`src/rtl/cmd_link_pkg.sv`:
```
// Shared types and frame constants for the 16-bit command link.
// Byte order is fixed by HI_FIRST; the helpers pick the first/second byte on the wire.
package cmd_link_pkg;

  typedef enum logic [1:0] {
    IDLE,
    HIGH,
    GAP,
    LOW
  } state_t;

  localparam int   FRAME_BITS = 10;
  localparam logic START_BIT  = 1'b0;
  localparam logic STOP_BIT   = 1'b1;
  localparam bit   HI_FIRST   = 1'b1;

  function automatic logic [7:0] first_byte(input logic [15:0] word);
    return HI_FIRST ? word[15:8] : word[7:0];
  endfunction

  function automatic logic [7:0] second_byte(input logic [15:0] word);
    return HI_FIRST ? word[7:0] : word[15:8];
  endfunction

endpackage

```
`src/rtl/cmd_sender_if.sv`:
```
// Issuer-side command/status bundle of the command link transmitter.
// master = command issuer, slave = cmd_sender.
interface cmd_sender_if;

  logic [15:0] cmd;
  logic        snd_cmd;
  logic        TX;
  logic        cmd_snt;
  logic        tx_busy;

  modport master (
    output cmd,
    output snd_cmd,
    input  TX,
    input  cmd_snt,
    input  tx_busy
  );

  modport slave (
    input  cmd,
    input  snd_cmd,
    output TX,
    output cmd_snt,
    output tx_busy
  );

endinterface

```
`src/rtl/cmd_sender_uart_tx.sv`:
```
// 8N1 UART transmitter: baud counter, bit counter and a 10-bit shift register feeding the TX flop.
// tx_done rises for the final clock of the stop bit so the next trmt lands with no idle cycle.
module uart_tx
  import cmd_link_pkg::*;
#(
  parameter int BAUD_DIV = 2604
) (
  input  logic       clk,
  input  logic       rst_n,
  input  logic       trmt,
  input  logic [7:0] tx_data,
  output logic       TX,
  output logic       tx_done
);

  localparam logic [11:0] BAUD_TC   = 12'(BAUD_DIV - 1);
  localparam logic [11:0] BAUD_LAST = 12'(BAUD_DIV - 2);
  localparam logic [3:0]  LAST_BIT  = 4'(FRAME_BITS - 1);
  localparam logic [3:0]  ALL_BITS  = 4'(FRAME_BITS);

  logic                  busy_q, busy_d;
  logic [11:0]           baud_cnt_q, baud_cnt_d;
  logic [3:0]            bit_cnt_q, bit_cnt_d;
  logic [FRAME_BITS-1:0] shift_q, shift_d;
  logic                  tx_done_q, tx_done_d;

  always_comb begin
    busy_d     = busy_q;
    baud_cnt_d = baud_cnt_q;
    bit_cnt_d  = bit_cnt_q;
    shift_d    = shift_q;
    tx_done_d  = tx_done_q;
    if (trmt && !busy_q) begin
      shift_d    = {STOP_BIT, tx_data, START_BIT};
      baud_cnt_d = '0;
      bit_cnt_d  = '0;
      busy_d     = 1'b1;
      tx_done_d  = 1'b0;
    end else if (busy_q) begin
      // Stop bit is already on TX; release one clock early so it still lasts BAUD_DIV clocks.
      if (bit_cnt_q == LAST_BIT && baud_cnt_q == BAUD_LAST) begin
        busy_d     = 1'b0;
        tx_done_d  = 1'b1;
        bit_cnt_d  = ALL_BITS;
        baud_cnt_d = '0;
      end else if (baud_cnt_q == BAUD_TC) begin
        baud_cnt_d = '0;
        bit_cnt_d  = bit_cnt_q + 4'd1;
        shift_d    = {STOP_BIT, shift_q[FRAME_BITS-1:1]};
      end else begin
        baud_cnt_d = baud_cnt_q + 12'd1;
      end
    end
  end

  always_ff @(posedge clk or negedge rst_n) begin
    if (!rst_n) begin
      busy_q     <= 1'b0;
      baud_cnt_q <= '0;
      bit_cnt_q  <= '0;
      shift_q    <= '1;
      tx_done_q  <= 1'b0;
    end else begin
      busy_q     <= busy_d;
      baud_cnt_q <= baud_cnt_d;
      bit_cnt_q  <= bit_cnt_d;
      shift_q    <= shift_d;
      tx_done_q  <= tx_done_d;
    end
  end

  assign TX      = shift_q[0];
  assign tx_done = tx_done_q;

endmodule

```
`src/rtl/cmd_sender.sv`:
```
// Command link transmitter: sends a 16-bit word as two 8N1 frames, high byte first.
// Define CMD_TX_GAP_EN to insert GAP_BITS idle bit-times between the two frames.
module cmd_sender
  import cmd_link_pkg::*;
#(
  parameter int BAUD_DIV = 2604,
  parameter int GAP_BITS = 2
) (
  input  logic         clk,
  input  logic         rst_n,
  cmd_sender_if.slave  bus
);

  if (BAUD_DIV < 4 || BAUD_DIV > 4095) begin : g_bad_baud
    $error("cmd_sender: BAUD_DIV must be within 4..4095");
  end
  if (GAP_BITS < 1 || GAP_BITS > 15) begin : g_bad_gap
    $error("cmd_sender: GAP_BITS must be within 1..15");
  end

  state_t      state_q, state_d;
  logic [15:0] hold_q, hold_d;
  logic        cmd_snt_q, cmd_snt_d;
  logic        tx_busy_q, tx_busy_d;
  logic        trmt;
  logic [7:0]  tx_data;
  logic        tx_done;
  logic        tx_line;

`ifdef CMD_TX_GAP_EN
  localparam logic [11:0] BAUD_TC  = 12'(BAUD_DIV - 1);
  localparam logic [3:0]  GAP_LAST = 4'(GAP_BITS - 1);

  logic [11:0] gap_baud_q, gap_baud_d;
  logic [3:0]  gap_cnt_q, gap_cnt_d;
`endif

  always_comb begin
    state_d   = state_q;
    hold_d    = hold_q;
    cmd_snt_d = cmd_snt_q;
    tx_busy_d = tx_busy_q;
    trmt      = 1'b0;
    tx_data   = second_byte(hold_q);
`ifdef CMD_TX_GAP_EN
    gap_baud_d = gap_baud_q;
    gap_cnt_d  = gap_cnt_q;
`endif
    case (state_q)
      IDLE: begin
        // The first byte comes straight from the bus so its start bit leaves on the accept edge.
        if (bus.snd_cmd) begin
          hold_d    = bus.cmd;
          cmd_snt_d = 1'b0;
          tx_busy_d = 1'b1;
          trmt      = 1'b1;
          tx_data   = first_byte(bus.cmd);
          state_d   = HIGH;
        end
      end
      HIGH: begin
        if (tx_done) begin
`ifdef CMD_TX_GAP_EN
          gap_baud_d = '0;
          gap_cnt_d  = '0;
          state_d    = GAP;
`else
          trmt    = 1'b1;
          state_d = LOW;
`endif
        end
      end
      GAP: begin
`ifdef CMD_TX_GAP_EN
        if (gap_baud_q == BAUD_TC) begin
          gap_baud_d = '0;
          if (gap_cnt_q == GAP_LAST) begin
            trmt    = 1'b1;
            state_d = LOW;
          end else begin
            gap_cnt_d = gap_cnt_q + 4'd1;
          end
        end else begin
          gap_baud_d = gap_baud_q + 12'd1;
        end
`else
        state_d = IDLE;
`endif
      end
      LOW: begin
        if (tx_done) begin
          cmd_snt_d = 1'b1;
          tx_busy_d = 1'b0;
          state_d   = IDLE;
        end
      end
      default: state_d = IDLE;
    endcase
  end

  always_ff @(posedge clk or negedge rst_n) begin
    if (!rst_n) begin
      state_q    <= IDLE;
      hold_q     <= '0;
      cmd_snt_q  <= 1'b0;
      tx_busy_q  <= 1'b0;
`ifdef CMD_TX_GAP_EN
      gap_baud_q <= '0;
      gap_cnt_q  <= '0;
`endif
    end else begin
      state_q    <= state_d;
      hold_q     <= hold_d;
      cmd_snt_q  <= cmd_snt_d;
      tx_busy_q  <= tx_busy_d;
`ifdef CMD_TX_GAP_EN
      gap_baud_q <= gap_baud_d;
      gap_cnt_q  <= gap_cnt_d;
`endif
    end
  end

  uart_tx #(
    .BAUD_DIV (BAUD_DIV)
  ) u_uart_tx (
    .clk     (clk),
    .rst_n   (rst_n),
    .trmt    (trmt),
    .tx_data (tx_data),
    .TX      (tx_line),
    .tx_done (tx_done)
  );

  assign bus.TX      = tx_line;
  assign bus.cmd_snt = cmd_snt_q;
  assign bus.tx_busy = tx_busy_q;

endmodule

```
`src/flat_wrapper.sv`:
```
// flat-port wrapper written by rule: the top's interface ports become plain ports
module cmd_sender_flat import cmd_link_pkg::*;
#(
  parameter int BAUD_DIV = 2604,
  parameter int GAP_BITS = 2
)
  (clk, rst_n, bus_cmd, bus_snd_cmd, bus_TX, bus_cmd_snt, bus_tx_busy);
  cmd_sender_if bus_i ();
  input  logic clk;
  input  logic rst_n;
  input wire logic [$bits(bus_i.cmd)-1:0] bus_cmd;
  input wire logic [$bits(bus_i.snd_cmd)-1:0] bus_snd_cmd;
  output wire logic [$bits(bus_i.TX)-1:0] bus_TX;
  output wire logic [$bits(bus_i.cmd_snt)-1:0] bus_cmd_snt;
  output wire logic [$bits(bus_i.tx_busy)-1:0] bus_tx_busy;
  assign bus_i.cmd = bus_cmd;
  assign bus_i.snd_cmd = bus_snd_cmd;
  assign bus_TX = bus_i.TX;
  assign bus_cmd_snt = bus_i.cmd_snt;
  assign bus_tx_busy = bus_i.tx_busy;
  cmd_sender #(.BAUD_DIV(BAUD_DIV), .GAP_BITS(GAP_BITS)) u_core (.clk(clk), .rst_n(rst_n), .bus(bus_i));
endmodule
```
`config.mk`:
```
export PLATFORM = sky130hd
export DESIGN_NAME = cmd_sender_flat
export DESIGN_NICKNAME = d
export VERILOG_FILES = /design/src/rtl/cmd_link_pkg.sv /design/src/rtl/cmd_sender_if.sv /design/src/rtl/cmd_sender_uart_tx.sv /design/src/rtl/cmd_sender.sv /design/src/flat_wrapper.sv
export SDC_FILE = /design/constraint.sdc
export NUM_CORES = 1
export LEC_CHECK = 0
export BUFFER_PORTS_ARGS = -buffer_cell sky130_fd_sc_hd__clkbuf_2
export CAP_MARGIN = 20
export CORE_ASPECT_RATIO = 0.75
export CORE_UTILIZATION = 58
export CTS_CLUSTER_DIAMETER = 100
export CTS_CLUSTER_SIZE = 24
export DETAILED_ROUTE_END_ITERATION = 16
export PLACE_DENSITY = 0.86
export SLEW_MARGIN = 20
export SYNTH_ARGS = -nofsm -noshare
export SYNTH_HDL_FRONTEND = slang
export SYNTH_HIERARCHICAL = 1
export SYNTH_SLANG_ARGS = --single-unit
export TNS_END_PERCENT = 5
```
`constraint.sdc`:
```
create_clock -name clk -period 2.51 [get_ports clk]
set_input_delay 0.502 -clock clk [delete_from_list [all_inputs] [get_ports clk]]
set_output_delay 0.502 -clock clk [all_outputs]
set_load 0.01 [all_outputs]
```
### Word-level counts from Yosys, hierarchy flattened

Cells that the tools add are included.

* $add $sub $neg: 2
* eq/ne operators: 10
* multiplexer cells: 33
* reductions and logical operators: 15

Operators with widths (number)
* 12-bit 2-to-1 mux: 4
* 10-bit 2-to-1 mux: 4
* 12-bit == test (second input constant): 2
* 4-bit 2-to-1 mux: 4
* 8-bit 2-to-1 mux: 2
* 12-bit by 1-bit adder with 12-bit output (second input constant): 1
* 1-bit 2-to-1 mux: 12
* 3-bit AND reduction: 3
* 2-bit inequality test (second input constant): 4
* 2-bit one-hot mux with 4 select lines: 1
* 2-bit nonzero test: 4
* 2-bit 2-to-1 mux: 3
* 1-bit one-hot mux with 2 select lines: 3
* 2-bit AND reduction: 3
* 4-bit by 1-bit adder with 4-bit output (second input constant): 1
* 2-bit == test (second input constant): 2
* 4-bit == test (second input constant): 1
* 3-bit nonzero test: 1
* 2-bit by 1-bit == test with 1-bit output (second input constant): 1
* 1-bit logical AND: 2
* 2-bit logical NOT: 1
* 1-bit logical NOT: 1

* register bits: 40
* output and inout bits: 3
* word-level logic and storage cells: 69

### Depth between registers and ports, before layout

* depth after elaboration: 5
* mapped depth: 7

### By module

The synthesis kept the hierarchy.

By module, submodules not included
* uart_tx: instances 1, cells each 153, area an instance 1492.7 sq um, sequential area each 686.9 sq um
* cmd_sender: instances 1, cells each 44, area an instance 634.4 sq um, sequential area each 300.3 sq um

### Worst setup path after synthesis

No wires, ideal clock.

* kind: flip-flop to flip-flop
* start point: register u_core.u_uart_tx.baud_cnt_q[4]
* end point: register u_core.u_uart_tx.baud_cnt_q[1]
* library setup time: 122 ps
* arrival: 1935 ps
* path slack: 453 ps
* cell stages (with the launch flop): 6
* path buffers: 1
* cell sequence: dfrtp_1 or4b_4 or3_1 buf_2 or2_1 a32o_1

* longest elaborated chain between the ends: 5
* elaborated cells on any way between the ends: 7
* classes of those cells: eq/ne: 2; mux: 4; reduce/logical: 1

Ends and longest elaborated chain
* from (decl): line cmd_sender_uart_tx.sv:22 `logic [11:0] baud_cnt_q, baud_cnt_d;`
* from (signal assigned): line cmd_sender_uart_tx.sv:65 `baud_cnt_q <= baud_cnt_d;`
* 12-bit == test, on equally long branches: line cmd_sender_uart_tx.sv:46, cmd_sender_uart_tx.sv:41
* 12-bit 2-to-1 mux / 1-bit logical AND (equally long branches): line cmd_sender_uart_tx.sv:46, cmd_sender_uart_tx.sv:41
* 12-bit 2-to-1 mux (*): line cmd_sender_uart_tx.sv:41 `if (bit_cnt_q == LAST_BIT && baud_cnt_q == BAUD_LAST) begin`
* 12-bit 2-to-1 mux (*): line cmd_sender_uart_tx.sv:39 `end else if (busy_q) begin`
* 12-bit 2-to-1 mux (*): line cmd_sender_uart_tx.sv:33 `if (trmt && !busy_q) begin`

Every way passes the cells marked *; elsewhere a longest branch is shown, timed or not. The select of a mux whose other input is x is not followed.
A chain may end at the register's enable or synchronous reset.

### Worst setup path in the final report

* start point: register u_core.u_uart_tx.baud_cnt_q[4]
* end point: register u_core.u_uart_tx.bit_cnt_q[0]

* longest elaborated chain between the ends: 5
* elaborated cells on any way between the ends: 8
* classes of those cells: eq/ne: 2; mux: 3; reduce/logical: 3

Ends and longest elaborated chain
* 12-bit == test: line cmd_sender_uart_tx.sv:41
* 1-bit logical AND: line cmd_sender_uart_tx.sv:41
* 4-bit 2-to-1 mux: line cmd_sender_uart_tx.sv:41
* 4-bit 2-to-1 mux: line cmd_sender_uart_tx.sv:39
* 4-bit 2-to-1 mux: line cmd_sender_uart_tx.sv:33
* to (signal assigned): line cmd_sender_uart_tx.sv:66 `bit_cnt_q <= bit_cnt_d;`
* to (decl): line cmd_sender_uart_tx.sv:23 `logic [3:0] bit_cnt_q, bit_cnt_d;`

Several ways; a longest one is shown, not always the timed one. The select of a mux whose other input is x is not followed.

==> summary.txt <==
Synthesis
  • Leading area contributor after synthesis: dfrtp_1
  • Syn. warnings: 6
  • Post-Syn Area: approximately 0.0021 mm^2
  • Top_reg_cell synth: dfrtp_1
  • Top area cells in the synthesized netlist: dfrtp_1 (35%), dfstp_2 (11%), mux2_4 (7.1%)
  • Post-Syn Nets: between 200 and 250
  • Async SR Flop Fraction: 1.00
  • EDFF count, synth: 0
  • Syn Area/Cell: approximately 11 um^2
  • Post-synthesis instance total: ~200
  • Post-synthesis sequential area ratio: 0.464
  • Post-synth top area share: 0.353
  • Netlist cell types: 48
  • Yosys reg bits: 39

Critical path
  • Slowest stage cell, crit path: or4b_4
  • Crit path max-delay family: simple AND/OR/NAND/NOR gates
  • Critical Path AT: approximately 2400 ps
  • Crit path launch: u_core/u_uart_tx/baud_cnt_q[4]$_DFFE_PN0P_
  • Crit path buffers/inverters: 0
  • RR Startpoint: u_core/u_uart_tx/baud_cnt_q[4]$_DFFE_PN0P_
  • Worst-path cell chain: or4b_4 > or3_1 > o31ai_4 > mux2i_1
  • CP Class: reg2reg
  • Worst-path maximum fanout: 10
  • Kind of end point of the critical path: flip-flop
  • CP Launch Type: flip-flop
  • Crit-path max cell delay: 600 ps
  • CP Data Required Time: 2660 ps

Floorplanning
  • Starting Density: 0.625
  • Die area: about 0.0039 mm^2
  • Core Region: about 0.0034 mm^2
  • Chip width: slightly above 70 um
  • Die Y: 54.4 um
  • IO Count: 22
  • # rows: 18

GRT
  • Number of global-route vias before repair: approximately 1600
  • Largest net degree at the start of global routing: 40
  • First-pass GRT wire length: 7290 um
  • GR Util All Layers: 0.247
  • Global route overflow: 0
  • Initial antenna violation count: 0

Clocking
  • Post_cts resized: 0
  • Total CTS buffers: 5
  • Htree depth: 2
  • Hold Buf Count CTS: 0
  • CTS tree: built
  • Root buf cell: clkbuf_8
  • Clock slew at reported path FFs: 80 ps
  • Clock tree sinks: 39
  • Clock Path Buffers: 2
  • Clock Latency Late Sink: ~280 ps
  • Post-CTS Setup Bufs: 0

Routing
  • Vias per cell: just under 6
  • Wire per inst: ~15 um
  • DRC: 0
  • Routed WL: 4180 um
  • DR iter-0 viols: 92
  • DR vias: 1594
  • DRT Pass-1 Iters: 4
  • Antenna Nets Post-Route: 0

STA
  • Setup violators final: 0
  • F_max: 447 MHz
  • Fin Setup TNS: 0 ps
  • Fin. Hold Viols: 0
  • Min Tclk post-route: between 2000 and 2500 ps
  • Worst Setup Slack, final: approximately 270 ps
  • Hold WS: 356 ps
  • Worst-margin pin slew: between 900 and 1000 ps
  • RSZ-0062 raised after global routing: no
  • Worst-case clock skew: slightly above 9 ps
  • Fin crit share: 0.892
  • Headroom to the max-slew limit: 0.360
  • Slew Viols, Final: 0

Layout
  • Nets@finish: around 250
  • ANT cells: 0
  • Post-layout instance area: between 0.002 and 0.0025 mm^2
  • Share of layout cells above drive strength 1: 0.283
  • Commonest non-fill, non-tap cell in the layout: dfrtp_1
  • Commonest non-fill, non-tap cells in the layout: dfrtp_1 (30), clkbuf_2 (21), nor2_1 (18)
  • Synth-to-Final Area Change: 12.4%

Min path
  • HP Class: in2async

Placed design
  • Dpl cell area: about 0.0023 mm^2
  • Port bufs: 21
  • DP HPWL: about 3000 um
  • Dpl ws: between 200 and 300 ps
  • Final GP Congestion: ~0.8

Job
  • Max Cap Viol: 0

Power and ir drop
  • Peak supply drop: between 400 and 500 uV
  • Static Leak: between 1 and 1.5 nW
  • Pwr dens: approximately 520 mW/mm^2

Run status
  • Status: finished, final reports clean
flip-flops by register name, indices dropped and copies added (netlist names), 2 cells and up:
signal / flops
u_core/u_uart_tx/shift_q: 9
u_core/state_q: 2
u_core/u_uart_tx/bit_cnt_q: 4
u_core/hold_q: 8
u_core/u_uart_tx/baud_cnt_q: 12
routing by layer:
metal	wire [um]	track usage	vias up
met5	0	0	-
met1	2080	0.338	763
met2	1850	0.407	65
met4	15	0.0654	0
met3	240	0.0534	4
li1	-	-	762
power by group:
part / internal [W] / switching (W)
Combinational: 0.0000322 / 0.0000267
Sequential: 0.000646 / 0.00000527
Clock: 0.000322 / 0.000212
Total: 0.00100 / 0.000244
worst reg2reg max path, cell delays in order (launching register included):
cell	delay, ps
dfrtp_1	440
or4b_4	600
or3_1	450
o31ai_4	480
mux2i_1	150
cells in the mapped netlist (all sizes together) (2+ instances only):
library cell / number
nand4: 2
nor3b: 2
nor4: 2
nand2: 13
dfstp: 9
nand3: 3
a221o: 7
o22ai: 3
dfrtp: 30
nor2: 20
a32o: 2
a21oi: 10
o21ai: 9
inv: 13
clkbuf: 2
ha: 4
or3: 2
a31oi: 2
a21boi: 3
xnor2: 6
mux2: 16
xor2: 2
o211ai: 2
buf: 3
nor3: 6
nand2b: 4
and2: 6
path summary, 6_finish.rpt:
check / to / cells past startpoint / slack, ps
hold reg to reg: u_core/u_uart_tx/shift_q[0]$_DFFE_PN1P_ / 2 / 490
min in group clk: u_core/hold_q[5]$_DFFE_PN0P_ / 2 / 440
setup / recovery: u_core/u_uart_tx/bit_cnt_q[0]$_DFFE_PN0P_ / 4 / 270
hold / removal: u_core/hold_q[1]$_DFFE_PN0P_ / 1 / 360
max in group asynchronous: u_core/u_uart_tx/baud_cnt_q[6]$_DFFE_PN0P_ / 1 / 1550
setup reg to reg: u_core/u_uart_tx/bit_cnt_q[0]$_DFFE_PN0P_ / 4 / 270
cell families (layout without fill, tap and decap cells):
kind of cell / after synthesis / count (layout) / synth area share
AND/OR/NAND/NOR: 67 / 67 / 0.183
AO/OA/AOI/OAI: 44 / 44 / 0.149
flip-flops: 39 / 39 / 0.464
buffers and inverters: 18 / 44 / 0.0400
multiplexers: 17 / 17 / 0.107
XOR/XNOR: 8 / 8 / 0.0329
adder cells (fa/ha/maj): 4 / 4 / 0.0235
stage by stage:
step / util / total power, W / std cells
after detailed placement: 0.669 / 0.000722 / 265
after floorplan: - / 0.000691 / 197
after CTS: 0.703 / 0.00126 / 273
after global routing: 0.703 / 0.00129 / 273
after global placement: 0.669 / 0.000720 / 265
final: 0.703 / 0.00124 / 273
final cells by class:
cell class | instances | area, um^2
Clock inverter | 2 | 35.0
Inverter | 13 | 48.8
Multi-Input combinational cell | 140 | 1050
Fill cell | 241 | 1010
Clock buffer | 6 | 82.6
Sequential cell | 39 | 987
Timing Repair Buffer | 23 | 120
Tap cell | 50 | 62.6
(Power assumes the default switching activity.)
